--- src/rtl/mouse_init_ctrl.sv ---
// mouse_init_ctrl
//
// Brings a PS/2 mouse from power-on to stream mode: sends reset (0xFF),
// checks the self-test result (0xAA) and device ID (0x00), optionally sets
// the sample rate (0xF3 + rate byte), then enables reporting (0xF4).
// Errors and response timeouts restart the whole sequence up to MAX_RETRIES
// times before parking in FAIL. o_stream_en is raised only once the mouse
// has acknowledged 0xF4.
//
// Optional feature: define MOUSE_INIT_SAMPLE_RATE_EN to add the sample-rate
// states and the SAMPLE_RATE parameter. Without it, ID goes straight to EN_TX.
//
// Ports:
//   clk, rst          system clock, asynchronous active-high reset
//   i_start           re-init request, honoured only in STREAM or FAIL
//   o_tx_valid/o_tx_data/i_tx_ready   command byte handshake to transmitter
//   i_rx_valid/i_rx_data              one-cycle received byte strobe
//   o_stream_en       high only in STREAM
//   o_busy            high outside IDLE, STREAM and FAIL
//   o_error           high only in FAIL
//   o_retry_cnt       failed attempts in the current init run
//
// All outputs are registered; nothing combinational reaches them from inputs.

module mouse_init_ctrl #(
    parameter int TIMEOUT_CYCLES = 25_000_000,
    parameter int MAX_RETRIES    = 3
`ifdef MOUSE_INIT_SAMPLE_RATE_EN
    ,
    parameter logic [7:0] SAMPLE_RATE = 8'd100
`endif
) (
    input  logic       clk,
    input  logic       rst,
    input  logic       i_start,
    output logic       o_tx_valid,
    output logic [7:0] o_tx_data,
    input  logic       i_tx_ready,
    input  logic       i_rx_valid,
    input  logic [7:0] i_rx_data,
    output logic       o_stream_en,
    output logic       o_busy,
    output logic       o_error,
    output logic [1:0] o_retry_cnt
);

    // Counter only needs to reach TIMEOUT_CYCLES-1.
    localparam int              CW        = $clog2(TIMEOUT_CYCLES);
    localparam logic [CW-1:0]   TO_LAST   = CW'(TIMEOUT_CYCLES - 1);
    localparam logic [1:0]      RETRY_LIM = 2'(MAX_RETRIES);

    localparam logic [7:0] B_ACK    = 8'hFA;
    localparam logic [7:0] B_RESEND = 8'hFE;
    localparam logic [7:0] B_BAT_OK = 8'hAA;
    localparam logic [7:0] B_ID     = 8'h00;

    typedef enum logic [3:0] {
        S_IDLE,
        S_RST_TX,
        S_RST_ACK,
        S_BAT,
        S_ID,
`ifdef MOUSE_INIT_SAMPLE_RATE_EN
        S_RATE_TX,
        S_RATE_ACK,
        S_RVAL_TX,
        S_RVAL_ACK,
`endif
        S_EN_TX,
        S_EN_ACK,
        S_STREAM,
        S_FAIL
    } state_t;

    state_t        st, st_n;
    logic [1:0]    rc_n;
    logic          resent, rs_n;   // a 0xFE was already honoured for this byte
    logic [CW-1:0] cnt, cnt_n;
    logic          fail;
    logic          tx_fire;

    function automatic logic is_tx(input state_t s);
        case (s)
            S_RST_TX, S_EN_TX: return 1'b1;
`ifdef MOUSE_INIT_SAMPLE_RATE_EN
            S_RATE_TX, S_RVAL_TX: return 1'b1;
`endif
            default: return 1'b0;
        endcase
    endfunction

    function automatic logic is_ack(input state_t s);
        case (s)
            S_RST_ACK, S_EN_ACK: return 1'b1;
`ifdef MOUSE_INIT_SAMPLE_RATE_EN
            S_RATE_ACK, S_RVAL_ACK: return 1'b1;
`endif
            default: return 1'b0;
        endcase
    endfunction

    function automatic logic [7:0] tx_byte(input state_t s);
        case (s)
            S_RST_TX: return 8'hFF;
            S_EN_TX:  return 8'hF4;
`ifdef MOUSE_INIT_SAMPLE_RATE_EN
            S_RATE_TX: return 8'hF3;
            S_RVAL_TX: return SAMPLE_RATE;
`endif
            default:  return 8'h00;
        endcase
    endfunction

    // TX state -> the ACK state that waits on it.
    function automatic state_t tx_to_ack(input state_t s);
        case (s)
            S_RST_TX: return S_RST_ACK;
`ifdef MOUSE_INIT_SAMPLE_RATE_EN
            S_RATE_TX: return S_RATE_ACK;
            S_RVAL_TX: return S_RVAL_ACK;
`endif
            default:  return S_EN_ACK;
        endcase
    endfunction

    // ACK state -> the TX state to repeat on 0xFE.
    function automatic state_t ack_to_tx(input state_t s);
        case (s)
            S_RST_ACK: return S_RST_TX;
`ifdef MOUSE_INIT_SAMPLE_RATE_EN
            S_RATE_ACK: return S_RATE_TX;
            S_RVAL_ACK: return S_RVAL_TX;
`endif
            default:   return S_EN_TX;
        endcase
    endfunction

    // ACK state -> successor on 0xFA.
    function automatic state_t ack_next(input state_t s);
        case (s)
            S_RST_ACK: return S_BAT;
`ifdef MOUSE_INIT_SAMPLE_RATE_EN
            S_RATE_ACK: return S_RVAL_TX;
            S_RVAL_ACK: return S_EN_TX;
`endif
            default:   return S_STREAM;
        endcase
    endfunction

    assign tx_fire = o_tx_valid & i_tx_ready;

    always_comb begin
        st_n = st;
        rc_n = o_retry_cnt;
        rs_n = resent;
        fail = 1'b0;
        if (st == S_IDLE) begin
            st_n = S_RST_TX;
        end else if (is_tx(st)) begin
            if (tx_fire) st_n = tx_to_ack(st);
        end else if (is_ack(st)) begin
            // rx byte takes priority over a timeout on the same cycle
            if (i_rx_valid) begin
                if (i_rx_data == B_ACK) begin
                    st_n = ack_next(st);
                    rs_n = 1'b0;
                end else if (i_rx_data == B_RESEND && !resent) begin
                    st_n = ack_to_tx(st);
                    rs_n = 1'b1;
                end else begin
                    fail = 1'b1;
                end
            end else if (cnt == TO_LAST) begin
                fail = 1'b1;
            end
        end else if (st == S_BAT) begin
            if (i_rx_valid) begin
                if (i_rx_data == B_BAT_OK) st_n = S_ID;
                else                       fail = 1'b1;
            end else if (cnt == TO_LAST) begin
                fail = 1'b1;
            end
        end else if (st == S_ID) begin
            if (i_rx_valid) begin
`ifdef MOUSE_INIT_SAMPLE_RATE_EN
                if (i_rx_data == B_ID) st_n = S_RATE_TX;
`else
                if (i_rx_data == B_ID) st_n = S_EN_TX;
`endif
                else                   fail = 1'b1;
            end else if (cnt == TO_LAST) begin
                fail = 1'b1;
            end
        end else begin
            // STREAM / FAIL: terminal until a re-init request
            if (i_start) begin
                st_n = S_IDLE;
                rc_n = 2'd0;
                rs_n = 1'b0;
            end
        end

        if (fail) begin
            rs_n = 1'b0;
            if (o_retry_cnt < RETRY_LIM) begin
                rc_n = o_retry_cnt + 2'd1;
                st_n = S_RST_TX;
            end else begin
                st_n = S_FAIL;
            end
        end

        // Restart on any state change or received byte; idle outside waits.
        if (st_n == st && !i_rx_valid && (is_ack(st) || st == S_BAT || st == S_ID))
            cnt_n = cnt + 1'b1;
        else
            cnt_n = '0;
    end

    always_ff @(posedge clk or posedge rst) begin
        if (rst) begin
            st          <= S_IDLE;
            o_retry_cnt <= 2'd0;
            resent      <= 1'b0;
            cnt         <= '0;
            o_tx_valid  <= 1'b0;
            o_tx_data   <= 8'h00;
            o_stream_en <= 1'b0;
            o_busy      <= 1'b0;
            o_error     <= 1'b0;
        end else begin
            st          <= st_n;
            o_retry_cnt <= rc_n;
            resent      <= rs_n;
            cnt         <= cnt_n;
            o_tx_valid  <= is_tx(st_n);
            o_tx_data   <= tx_byte(st_n);
            o_stream_en <= (st_n == S_STREAM);
            o_error     <= (st_n == S_FAIL);
            o_busy      <= !(st_n == S_IDLE || st_n == S_STREAM || st_n == S_FAIL);
        end
    end

endmodule
--- config.mk ---
export PLATFORM = sky130hd
export DESIGN_NAME = mouse_init_ctrl
export DESIGN_NICKNAME = d
export VERILOG_FILES = /design/src/rtl/mouse_init_ctrl.sv
export SDC_FILE = /design/constraint.sdc
export NUM_CORES = 1
export LEC_CHECK = 0
export CORE_ASPECT_RATIO = 1.4
export CORE_UTILIZATION = 59
export DETAILED_ROUTE_END_ITERATION = 12
export PLACE_DENSITY = 0.91
export RECOVER_POWER = 25
export REMOVE_ABC_BUFFERS = 1
export SETUP_SLACK_MARGIN = 0.02
export SLEW_MARGIN = 20
export SYNTH_ARGS = -nofsm -noshare
export SYNTH_HDL_FRONTEND = slang
export SYNTH_SLANG_ARGS = --single-unit
--- constraint.sdc ---
create_clock -name clk -period 5.3 [get_ports clk]
set_clock_uncertainty 0.15 [all_clocks]
set_input_delay 0.53 -clock clk [delete_from_list [all_inputs] [get_ports clk]]
set_output_delay 0.53 -clock clk [all_outputs]
set_load 0.02 [all_outputs]
======== Yosys cells after proc, flatten, opt, wreduce, memory -nomap -nowiden ========
Index checks and enable logic that the tools add are counted.
storage, ports and cells
  word-level logic and storage cells ...... 110
  flip-flop bits (word level) ............. 44
  output and inout port bits .............. 14
operators by class
  mux-type cells .......................... 58
  reductions and logical operators ........ 18
  equality and inequality tests ........... 21
  $add $sub $neg .......................... 2
  bitwise gates (word level) .............. 1
  order comparisons ....................... 1
operators with widths
  operator                 count
  $mux W4                  16
  $mux W1                  29
  $add A25 B1 Y25 const B  1
  $eq A25 B25 Y1 const B   1
  $mux W25                 1
  $eq A8 B8 Y1 const B     3
  $eq A4 B3 Y1 const B     5
  $mux W2                  8
  $pmux W8 S2              1
  $mux W3                  3
  $ne A3 B3 Y1 const B     3
  $eq A4 B1 Y1 const B     2
  $eq A4 B2 Y1 const B     2
  $logic_not A4 Y1         2
  $logic_not A8 Y1         1
  $reduce_and A7 Y1        1
  $reduce_or A2 Y1         3
  $eq A4 B4 Y1             1
  $eq A4 B4 Y1 const B     1
  $logic_or A1 B1 Y1       4
  $ne A2 B2 Y1 const B     2
  $ne A4 B2 Y1 const B     1
  $logic_and A1 B1 Y1      3
  $logic_not A1 Y1         3
  other kinds (4)          4

======== Longest topological paths before layout ========
  depth in word-level cells ............... 14
  depth in mapped cells ................... 8
  depth with buffers taken out ............ 6

======== Least setup slack after synthesis ========
No wires, ideal clock.
  path type ............................... in2reg
  start point ............................. input port i_rx_data[6]
  end point ............................... register cnt[20]
  data arrival time ....................... 2455 ps
  data required time ...................... 5078 ps
  buffers on the path ..................... 2
  library setup time ...................... 72 ps
  setup slack ............................. 2623 ps
  stages on the path ...................... 7
  path through ............................ or4b_1 -> buf_2 -> o31a_1 -> a211o_1 -> a2111o_2 -> buf_6 -> nor2_1
on the way
  cells in the longest elaborated chain, start to end .. 13
  elaborated cells on any way between the ends .. 34
ends and longest elaborated chain
  what                                                     line      RTL
  from (decl)                                              40        input logic [7:0] i_rx_data,
  $logic_not A8 Y1 / $eq A8 B8 Y1 (equally long branches)  188, 167
  $mux W4, or another cell as far along                    188       if (i_rx_data == B_ID) st_n = S_EN_TX;
  $mux W4, or another cell as far along                    184       if (i_rx_valid) begin
  $mux W4, or another cell as far along                    183       end else if (st == S_ID) begin
  $mux W4, or another cell as far along                    176       end else if (st == S_BAT) begin
  $mux W4 / $mux W1 (equally long branches)                161       end else if (is_ack(st)) begin
  $mux W4 / $mux W1 (equally long branches)                159       end else if (is_tx(st)) begin
  $mux W4 / $mux W1 (equally long branches)                157       if (st == S_IDLE) begin
  $mux W4 (*)                                              203       if (fail) begin
  $eq A4 B4 Y1 (*)                                         214       if (st_n == st && !i_rx_valid && (is_ack(st) || st == S_BAT || st == S_ID))
  $logic_and A1 B1 Y1 (*) (2 in a row)                     214
  $mux W25 (*)                                             214
  named net cnt_n[20]                                      78        logic [CW-1:0] cnt, cnt_n;
  to (signal assigned)                                     235       cnt <= cnt_n;
  to (decl)                                                78
Mark *: on every way through the listed nets, which the timed path passes. The rest lies on a longest branch.
A chain may end at the register's enable or synchronous reset.

======== Worst setup path in the final report ========
  start point ............................. input port i_rx_valid
  end point ............................... register cnt[14]
on the way
  cells in the longest elaborated chain, start to end .. 11
  elaborated cells on any way between the ends .. 22
ends and longest elaborated chain
  what                                       line  RTL
  from (decl)                                39    input logic i_rx_valid,
  $mux W4 / $mux W1 (equally long branches)  184
  $mux W4 / $mux W1 (equally long branches)  183
  $mux W4 / $mux W1 (equally long branches)  176
  $mux W4 / $mux W1 (equally long branches)  161
  $mux W4 / $mux W1 (equally long branches)  159
  $mux W4 / $mux W1 (equally long branches)  157
  $mux W4                                    203
  $eq A4 B4 Y1                               214
  $logic_and A1 B1 Y1 (*) (2 in a row)       214
  $mux W25 (*)                               214
  named net cnt_n[14]                        78
Marked as above.

==> summary.md <==
| Metric | Value |
|---|---|
| Status | `finished, violations left` |
| Failing checks | `capacitance limit, slew limit` |
| Period Utilization, post-route | `59.4%` |
| TritonCTS buffer count | `5` |
| Diodes inserted | `0` |
| Commonest non-fill, non-tap cell in the layout | `dfrtp_1` |
| Post-Synth XOR/XNOR Area | `9.11%` |
| Number of setup buffers added after CTS | `0` |
| Syn Area/Cell | `9.23 um^2` |
| CTS tree | `done` |
| RSZ-0062 raised after global routing | `false` |
| CORE AREA | `0.00341 mm^2` |
| Commonest non-fill, non-tap cells in the layout | `dfrtp_1, nor2_1, clkdlybuf4s50_1, nand2_1, nand3_1` |
| DPL Wire Length | `2950 um` |
| DRC errors left | `0` |
| Critical Path Sink Type | `register` |
| Slew Limit Fails | `38` |
| Multi-input gate area | `0.00105 mm^2` |
| Htree depth | `2` |
| Total gr overflow | `0` |
| Cts hold-fix bufs | `0` |
| Slew @ Worst Pin | `1.88 ns` |
| CP Launch Type | `primary input` |
| GRT Resource Usage Total | `25.6%` |
| Area growth from synthesis to layout | `14.2%` |
| Mux cell area share after synthesis | `1.42%` |
| Mapped Cells | `229` |
| Total Routed Length | `4310 um` |
| Layout cell share with drive strength beyond 1 | `5.24%` |
| Via-to-Cell Ratio | `6.02` |
| Setup-failing EPs final | `0` |
| Reg clk slew, reported paths | `0.07 ns` |
| Peak supply drop | `425 uV` |
| Antenna violations before repair | `0` |
| Class of the worst hold path | `reg2reg` |
| Final setup TNS | `0 ns` |
| Fin. Hold Viols | `0` |
| Largest net degree at the start of global routing | `38` |
| YS warnings | `0` |
| Compound-Gate Fraction of Synth Area | `9.88%` |
| DR iter-0 viols | `72` |
| Cts repair resizes | `0` |
| Pre-Repair DR Iteration Count | `4` |
| Final min period | `3.15 ns` |
| Lkg Pwr | `0.971 nW` |
| Routed via count | `1735` |
| Seq/Total Area, Yosys | `43.8%` |
| Post-Synthesis Cell Area | `0.00211 mm^2` |
| Worst Path Max Fanout | `25` |
| PwrDens | `385 mW/mm^2` |
| Peak Freq | `318 MHz` |
| Asr flop ratio synth | `100%` |
| Post-synth cell types | `49` |
| Final WS setup | `2.15 ns` |
| Critical path arrival | `3.20 ns` |
| Fillcell total | `266` |
| # nets final | `263` |
| CTS root buf | `clkbuf_8` |
| DRT antenna net count | `0` |
| Post-synth EDFFs | `0` |
| Max Root-Sink Buffers | `2` |
| Pre-CTS setup slack | `1.90 ns` |
| IO Count | `27` |
| Register area | `926 um^2` |
| Largest family of logic cells by synthesized area | `simple AND/OR/NAND/NOR gates` |
| Max-slew headroom | `-25.6%` |
| IO buf count | `26` |
| Final Non-Filler Cells | `288` |
| Max-Cap Viols | `1` |
| Worst-skew pair later-pin latency | `0.28 ns` |
| Die area | `0.00383 mm^2` |
| Synth Area in Simple Gates | `28.1%` |
| CP Class | `in2reg` |
| First-pass GRT wire length | `7100 um` |
| Main synth FF type | `dfrtp_1` |
| Post-DR wirelength/cell | `15.0 um` |
| Initial Utilization | `62.0%` |
| CP required | `5.36 ns` |
| Vias in the first global route | `1667` |
| Chip Height | `72.8 um` |
| Post-Synth Adder-Cell Area | `1.18%` |
| Placed Cells | `281` |
| Core Rows | `25` |
| GP Congestion | `0.841` |
| Die Span X | `52.6 um` |
| Clock sink total | `37` |
| Flops & latches, synth | `37` |
==> registers in the layout (all words and copies together) (netlist names) <==
signal,flops
cnt,25
st,4
o_retry_cnt,2
o_busy,1
o_error,1
o_stream_en,1
o_tx_data,1
o_tx_valid,1
resent,1
==> cells by family after synthesis <==
| family | count (synthesis) |
|---|---|
| multiplexers | 3 |
| buffers and inverters | 25 |
| XOR/XNOR | 22 |
| adder cells (fa/ha/maj) | 2 |
| AO/OA/AOI/OAI | 29 |
| flip-flops | 37 |
| AND/OR/NAND/NOR | 111 |
==> power by group <==
part,leakage (nW),internal (mW),total (mW),switching [mW]
Clock,0.0443,0.103,0.193,0.0902
Sequential,0.498,0.317,0.370,0.0520
Combinational,0.428,0.172,0.368,0.196
Total,0.971,0.593,0.931,0.338
==> final timing paths <==
kind	from	end	slack [ns]	cells past startpoint
worst max-delay path	i_rx_valid	cnt[14]$_DFF_PP0_	2.15	7
worst min-delay path	o_retry_cnt[0]$_DFF_PP0_	o_retry_cnt[0]$_DFF_PP0_	0.36	1
worst max register to register	st[3]$_DFF_PP0_	cnt[24]$_DFF_PP0_	2.51	6
worst min register to register	o_retry_cnt[0]$_DFF_PP0_	o_retry_cnt[0]$_DFF_PP0_	0.36	1
max in group asynchronous	rst	cnt[19]$_DFF_PP0_	2.71	3
min in group asynchronous	rst	cnt[15]$_DFF_PP0_	1.20	3
==> area by class of cell <==
type / count / area share (%)
tap: 40 / 2.07
multi-input combinational: 167 / 43.5
timing repair buffer: 27 / 10.9
sequential: 37 / 38.3
inverter: 10 / 1.55
clock buffer: 7 / 3.58
==> worst max-delay path: stages <==
cell	delay (ns)
clkdlybuf4s50_1	0.58
or4b_1	0.58
o311a_1	0.34
nor3_1	0.25
nor3_2	0.14
a2111o_2	0.58
a21oi_1	0.19
==> synthesized netlist by cell type, drive strengths merged (2+ instances only) <==
library cell | n | area [um^2]
and3 | 5 | 31.3
or4 | 2 | 15.0
mux2i | 3 | 30.0
nor3 | 7 | 40.0
o31ai | 3 | 22.5
o31a | 3 | 26.3
nand4 | 3 | 18.8
clkbuf | 4 | 15.0
inv | 10 | 37.5
xor2 | 11 | 96.3
o21ai | 7 | 35.0
dfrtp | 37 | 926
nand3 | 15 | 75.1
ha | 2 | 25.0
or3 | 3 | 18.8
or2 | 2 | 12.5
nor4 | 5 | 31.3
a21oi | 2 | 10.0
and2 | 2 | 12.5
and4 | 3 | 26.3
nand2 | 15 | 56.3
nor2b | 2 | 12.5
a21boi | 2 | 15.0
xnor2 | 11 | 96.3
nand2b | 6 | 37.5
a31oi | 2 | 12.5
or4bb | 2 | 22.5
buf | 11 | 85.1
nand3b | 2 | 15.0
nor2 | 32 | 123
==> metrics by stage <==
step | instance area (um^2) | power, mW | utilization (%) | hold slack (ns)
floorplan | 2010 | 0.588 | - | 0.319
global placement | 2330 | 0.730 | 68.4 | 0.345
detailed placement | 2330 | 0.739 | 68.4 | 0.344
CTS | 2420 | 0.938 | 70.9 | 0.363
global route | 2410 | 0.987 | 70.8 | 0.399
finish | 2410 | 0.931 | 70.8 | 0.363
==> metal layers <==
| layer | wire, um | vias to the layer above | part of all wire, % | global-route usage, % |
|---|---|---|---|---|
| li1 | - | 834 | - | - |
| met1 | 1730 | 839 | 40 | 28.2 |
| met2 | 2240 | 47 | 52 | 42.9 |
| met3 | 184 | 15 | 4.3 | 7.08 |
| met4 | 164 | 0 | 3.8 | 14.9 |
| met5 | 0 | - | 0 | 0 |
Power figures use the tool's default switching activity.
